--- config.mk ---
export PLATFORM = sky130hd
export DESIGN_NAME = gate_deadtime
export DESIGN_NICKNAME = d
export VERILOG_FILES = /design/src/rtl/inverter_pkg.sv /design/src/rtl/sync2.sv /design/src/rtl/gate_deadtime.sv
export SDC_FILE = /design/constraint.sdc
export NUM_CORES = 1
export LEC_CHECK = 0
export ABC_CLOCK_PERIOD_IN_PS = 1900
export CORE_MARGIN = 2
export CORE_UTILIZATION = 47
export CTS_CLUSTER_SIZE = 8
export DETAILED_ROUTE_END_ITERATION = 8
export PLACE_DENSITY = 0.73
export RECOVER_POWER = 50
export SLEW_MARGIN = 20
export SYNTH_ARGS = -nofsm -noshare
export SYNTH_HDL_FRONTEND = slang
export SYNTH_HIERARCHICAL = 1
export SYNTH_SLANG_ARGS = --single-unit
--- constraint.sdc ---
create_clock -name clk -period 1.9 [get_ports clk]
set_input_delay 0.38 -clock clk [delete_from_list [all_inputs] [get_ports clk]]
set_output_delay 0.38 -clock clk [all_outputs]
set_load 0.05 [all_outputs]
--- src/rtl/inverter_pkg.sv ---
// Shared definitions for the inverter gate-drive path: state codes,
// state width and default timing constants.
package inverter_pkg;

  localparam int ST_W = 3;

  localparam logic [7:0] DEAD_CYC_DEF = 8'd20;
  localparam logic [7:0] MIN_ON_DEF   = 8'd40;

  typedef enum logic [ST_W-1:0] {
    IDLE   = 3'd0,
    DEAD_H = 3'd1,
    ON_H   = 3'd2,
    DEAD_L = 3'd3,
    ON_L   = 3'd4,
    FAULT  = 3'd5
  } state_t;

endpackage

--- src/rtl/sync2.sv ---
// Generic two-flop synchroniser; RST_VAL is the value both flops take in
// reset, so an active-low pin can come up inactive.
module sync2 #(
  parameter logic RST_VAL = 1'b1
) (
  input  logic clk,
  input  logic rst,
  input  logic d,
  output logic q
);

  logic meta;

  // two-stage shift; only q is consumed downstream
  always_ff @(posedge clk or negedge rst) begin
    if (!rst) begin
      meta <= RST_VAL;
      q    <= RST_VAL;
    end else begin
      meta <= d;
      q    <= meta;
    end
  end

endmodule

--- src/rtl/gate_deadtime.sv ---
// Complementary half-bridge gate driver: dead time on every transition,
// minimum on-time per gate, latched external fault with explicit clear.
module gate_deadtime
  import inverter_pkg::*;
#(
  parameter logic [7:0] DEAD_CYC = DEAD_CYC_DEF,
  parameter logic [7:0] MIN_ON   = MIN_ON_DEF
) (
  input  logic            clk,
  input  logic            rst,
  input  logic            sin,
  input  logic            en,
  input  logic            fault_n,
  input  logic            clr,
  output logic            gate_h,
  output logic            gate_l,
  output logic            fault,
  output logic [ST_W-1:0] st
);

  localparam logic [7:0] DEAD_LAST = DEAD_CYC - 8'd1;
  localparam logic [7:0] ON_LAST   = MIN_ON - 8'd1;

  state_t     state, state_nxt;
  logic [7:0] cnt, cnt_nxt;
  logic       fault_s;

  sync2 #(.RST_VAL(1'b1)) u_fault_sync (
    .clk (clk),
    .rst (rst),
    .d   (fault_n),
    .q   (fault_s)
  );

  // state and phase counter registers
  always_ff @(posedge clk or negedge rst) begin
    if (!rst) begin
      state <= IDLE;
      cnt   <= 8'd0;
    end else begin
      state <= state_nxt;
      cnt   <= cnt_nxt;
    end
  end

  // next state: fault beats enable beats normal sequencing
  always_comb begin
    state_nxt = state;
    cnt_nxt   = cnt;
    if (!fault_s) begin
      state_nxt = FAULT;
      cnt_nxt   = 8'd0;
    end else if (state == FAULT) begin
      cnt_nxt = 8'd0;
      if (clr) state_nxt = IDLE;
    end else if (!en) begin
      state_nxt = IDLE;
      cnt_nxt   = 8'd0;
    end else begin
      case (state)
        IDLE: begin
          state_nxt = sin ? DEAD_H : DEAD_L;
          cnt_nxt   = 8'd0;
        end
        DEAD_H: begin
          if (!sin) begin
            state_nxt = DEAD_L;           // command reversed: restart dead time
            cnt_nxt   = 8'd0;
          end else if (cnt == DEAD_LAST) begin
            state_nxt = ON_H;
            cnt_nxt   = 8'd0;
          end else begin
            cnt_nxt = cnt + 8'd1;
          end
        end
        DEAD_L: begin
          if (sin) begin
            state_nxt = DEAD_H;
            cnt_nxt   = 8'd0;
          end else if (cnt == DEAD_LAST) begin
            state_nxt = ON_L;
            cnt_nxt   = 8'd0;
          end else begin
            cnt_nxt = cnt + 8'd1;
          end
        end
        ON_H: begin
          // sin is only looked at once min on-time is met; earlier lows are ignored
          if (cnt == ON_LAST) begin
            if (!sin) begin
              state_nxt = DEAD_L;
              cnt_nxt   = 8'd0;
            end
          end else begin
            cnt_nxt = cnt + 8'd1;
          end
        end
        ON_L: begin
          if (cnt == ON_LAST) begin
            if (sin) begin
              state_nxt = DEAD_H;
              cnt_nxt   = 8'd0;
            end
          end else begin
            cnt_nxt = cnt + 8'd1;
          end
        end
        default: begin
          // unused codes are treated as a fault
          state_nxt = FAULT;
          cnt_nxt   = 8'd0;
        end
      endcase
    end
  end

  // outputs decoded straight from the registered state (drops on async reset)
  always_comb begin
    gate_h = (state == ON_H);
    gate_l = (state == ON_L);
    fault  = (state == FAULT);
    st     = state;
  end

endmodule
======== Word-level counts from Yosys, hierarchy flattened ========
Cells that the tools add are included.
storage, ports and cells
  output and inout port bits .............. 6
  register bits after elaboration ......... 13
  logic and storage cells ................. 49
cells by class
  add/sub/neg operators ................... 1
  equal/unequal tests ..................... 16
  reductions and logical operators ........ 3
  multiplexer cells ....................... 25
operators by type and width
  operator                                                                count
  8-bit 2-to-1 mux                                                        10
  3-bit 2-to-1 mux                                                        12
  8-bit one-hot mux with 4 select lines                                   1
  6-bit != test (second input constant)                                   4
  5-bit != test (second input constant)                                   4
  3-bit one-hot mux with 5 select lines                                   1
  8-bit by 1-bit adder with 8-bit output (second input constant)          1
  8-bit by 5-bit equality test with 1-bit output (second input constant)  1
  8-bit by 6-bit equality test with 1-bit output (second input constant)  1
  7-bit AND reduction                                                     1
  3-bit by 2-bit equality test with 1-bit output (second input constant)  2
  3-bit equality test (second input constant)                             2
  3-bit by 1-bit equality test with 1-bit output (second input constant)  1
  3-bit logical NOT                                                       1
  3-bit != test (second input constant)                                   1
  2-bit 2-to-1 mux                                                        1
  2-bit AND reduction                                                     1

======== Depth between registers and ports, before layout ========
  depth in word-level cells ............... 7
  mapped depth ............................ 6
  mapped depth without buffers ............ 6

======== Cells and area by module ========
Netlist, hierarchy kept.
by module, submodules not included
  module         cells each  sequential area each (um^2)  area each (um^2)  times used
  gate_deadtime  88          275.3                        798.3             1
  sync2          2           52.6                         52.6              1

======== Least setup slack after synthesis ========
No wires, ideal clock.
  path kind ............................... flip-flop to output port
  start point ............................. register state[1] (netlist: st[1])
  end point ............................... output gate_h
  cell stages (with the launch flop) ...... 3
  setup slack ............................. -0.601 ns
  arrival time ............................ 2.121 ns
  required time ........................... 1.520 ns
  cells stage by stage .................... dfrtp_1 > buf_2 > nor3b_1
on the way
  cells in the longest elaborated chain, start to end .. 1
ends and longest elaborated chain
  what                                            line                  text
  start, declared                                 gate_deadtime.sv:24   state_t state, state_nxt;
  start signal, assigned                          gate_deadtime.sv:41   state <= state_nxt;
  3-bit by 2-bit equality test with 1-bit output  gate_deadtime.sv:119  gate_h = (state == ON_H);
  end, declared                                   gate_deadtime.sv:15   output logic gate_h,
Every way passes these cells.

======== Worst setup path in the final report ========
  start point ............................. register cnt[0]
  end point ............................... register state[2] (netlist: st[2])
on the way
  cells in the longest elaborated chain, start to end .. 3
  elaborated cells between the ends (all ways) .. 7
  classes of those cells .................. eq/ne (6); reduce/logical (1)
ends and longest elaborated chain
  what                                                                                                                     line                 text
  start, declared                                                                                                          gate_deadtime.sv:25  logic [7:0] cnt, cnt_nxt;
  start signal, assigned                                                                                                   gate_deadtime.sv:42  cnt <= cnt_nxt;
  8-bit by 5-bit equality test with 1-bit output / 8-bit by 6-bit equality test with 1-bit output (equally long branches)  n/a
  6-bit != test (no source line) / 5-bit != test (equally long branches)                                                   n/a
  7-bit AND reduction (no source line) (*)                                                                                 n/a
Mark *: on every way between the ends. The rest lies on a longest branch, timed or not.
A chain may end at the register's enable or synchronous reset.

==> summary.txt <==
CP Capture Type: flop
fin nets: 129
Die W: 46.5 um
fin crit share: 104%
Peak VDD IR: 0.653 mV
Initial Util: 49.8%
Worst Path Arrival: 2.13 ns
H-tree levels: 1
antenna violations before repair: 0
vias in the first global route: 774
synth top area cells: dfrtp_1, dfstp_2, nor2_1, xnor2_1, a221oi_4
CTS Buffer Depth: 2
fin area: 1210 um2
post-synth top area share: 32.4%
Vias: 792
TritonRoute pass-1 iters: 4
Leakage: 0.000500 uW
ys flop type: dfrtp_1
Fmax: 506 MHz
DIE AREA: 2170 um2
Final Skew: 0.00873 ns
first-pass GRT wire length: 3.32 mm
Post-synth ARST share: 100%
clk root buf: clkbuf_4
CP Capture Point: st[2]
Syn Inst Count: 90
Avg Vias per Cell: 5.46
Worst R2R Setup Slack: -0.08 ns
Synth Area per Inst: 9.45 um2
Avg WL per Cell: 14.0 um
sequential area share after synthesis: 38.5%
Min-Delay Path Class: reg2reg
post-layout min period: 1.98 ns
Post-synth EDFFs: 0
Clock Sink Count: 13
Cell Pwr Density: 954 nW/um2
failing checks: negative setup slack
Worst setup SP type: flop
synth warn: 6
insertion delay to the later sink of the worst-skew pair: 0.28 ns
Routed Antenna Nets: 0
endpoints failing hold: 0
DR WL met3: 33 um
Worst-path clk slew: 0.08 ns
Setup violations, final: 9
critical-path maximum fanout: 2
count of different cell masters after synthesis: 38
Syn-to-layout area delta: 41.9%
Top Layer Used: met4
met1 wire length: 873 um
drt initial violations: 14
RSZ-0062 raised after global routing: yes
Routed WL: 2.03 mm
grt ovf: 0
I/O pin cnt: 12
layout cells sized above 1: 40.0%
CTS tree: built
GPL Wtd Cong: 0.797
r2r endpoint: st[2]
Worst EP required: 2.06 ns
Worst setup startpoint: cnt[0]
Port Buffers: 11
Max-slew headroom: 61.1%
Crit Path Category: reg2reg
final worst slack: -0.0755 ns
drt drc: 0
met2 wire length: 1.10 mm
CTS Hold Bufs: 0
Placed Instance Area: 1120 um2
Cell Area, Synth: 851 um2
core area: 1710 um2
Max Slew Vio Count: 0
CTS buffer count: 3
R2R depth: 6
setup_tns: -0.268 ns
worst slew pin tran: 0.581 ns
GRT Overall Usage: 22.0%
area leader, netlist: dfrtp_1
die extent in y: 46.5 um
largest net degree at the start of global routing: 15
max cap viols: 0
reg2reg start: cnt[0]
dpl hpwl: 1.49 mm
synthesized net count: 98
outcome: complete, but fails checks
# rows: 15
Yosys reg bits: 13
# diodes: 0
[kinds of logic after synthesis]
family                   count (synthesis)  share of synthesized area [%]
buffers and inverters                    5                           2.50
multiplexers                             3                           3.82
flip-flops                              13                           38.5
XOR/XNOR                                 6                           6.18
AND/OR/NAND/NOR                         43                           28.2
AO/OA/AOI/OAI                           18                           17.8
adder cells (fa/ha/maj)                  2                           2.94
[synth_stat cells (all sizes together), types with 3 or more instances]
| cell | count |
|---|---|
| nand3 | 5 |
| nand2 | 7 |
| o21ai | 4 |
| a21oi | 3 |
| nand2b | 3 |
| or3 | 3 |
| xnor2 | 4 |
| nor2 | 11 |
| dfrtp | 11 |
[layer usage]
| layer | up-vias | track usage, % |
|---|---|---|
| met5 | - | 0 |
| met2 | 12 | 37.2 |
| met3 | 3 | 3.92 |
| met1 | 386 | 26.3 |
| met4 | 0 | 11.4 |
| li1 | 391 | - |
[timing repair]
| item | in CTS | in global routing |
|---|---|---|
| endpoints found under the setup margin | 9 | 9 |
| pin swaps | 7 | 2 |
| gates resized for setup | 5 | 3 |
| gates cloned | 0 | 0 |
| endpoints found under the hold margin | 0 | 0 |
| setup buffers | 3 | 1 |
[sequential cells by signal, indices dropped and copies added, names as in the netlist]
name,flops
cnt,8
st,3
u_fault_sync/meta,1
u_fault_sync/q,1
[critical path, stage by stage, from the launching register on]
cell,delay (ns)
dfrtp_1,0.37
ha_2,0.20
inv_2,0.04
or4b_4,0.51
a221oi_4,0.32
o21ai_2,0.10
mux2_1,0.31
[worst min-delay path by stage]
| stage | startpoint | endpoint | cells after the start |
|---|---|---|---|
| 3_5_place_dp | u_fault_sync/meta | u_fault_sync/q | 0 |
| 2_1_floorplan | rst | cnt[0] | 0 |
| 4_1_cts | u_fault_sync/meta | u_fault_sync/q | 0 |
| 3_3_place_gp | u_fault_sync/meta | u_fault_sync/q | 0 |
| 6_report | u_fault_sync/meta | u_fault_sync/q | 0 |
| 5_1_grt | u_fault_sync/meta | u_fault_sync/q | 0 |
[report_power, final]
part / switching (uW) / internal [uW]
Clock: 92.0 / 81.5
Combinational: 338 / 283
Sequential: 54.2 / 304
Total: 484 / 668
[layout by cell type (no fill, tap or decap), drive strengths merged, types with 2 or more instances in the layout]
| cell | Yosys | routed |
|---|---|---|
| dfstp | 2 | 2 |
| and3b | 2 | 2 |
| buf | 2 | 24 |
| o31ai | 2 | 2 |
| and2 | 2 | 2 |
| nand3b | 2 | 2 |
| a21oi | 3 | 3 |
| or3 | 3 | 3 |
| nand2b | 3 | 3 |
| xor2 | 2 | 2 |
| nand3 | 5 | 5 |
| dlygate4sd3 | 0 | 2 |
| o21ai | 4 | 4 |
| dfrtp | 11 | 11 |
| clkbuf | 1 | 4 |
| inv | 2 | 2 |
| ha | 2 | 2 |
| nand2 | 7 | 7 |
| nand4 | 2 | 2 |
| mux2 | 2 | 2 |
| xnor2 | 4 | 4 |
| nor2 | 11 | 11 |
| a211o | 2 | 2 |
| clkdlybuf4s50 | 0 | 3 |
[per-stage QoR]
stage	worst slack, ns	total power [uW]	hold slack, ns	cells	utilization (%)
2_1_floorplan	-0.0220	727	0.0844	90	-
3_3_place_gp	-0.233	929	0.345	137	65.5
3_5_place_dp	-0.277	936	0.353	137	65.5
4_1_cts	-0.0936	1130	0.355	144	69.4
5_1_grt	-0.161	1210	0.355	145	70.7
6_report	-0.0755	1150	0.354	145	70.7
[layout make-up]
class | count | area [um2]
Multi-Input combinational cell | 72 | 543
Fill cell | 133 | 500
Sequential cell | 13 | 332
Timing Repair Buffer | 29 | 268
Tap cell | 25 | 31.3
Clock buffer | 4 | 26.3
Inverter | 2 | 7.51
No activity file was read; power rests on OpenSTA's default activity.
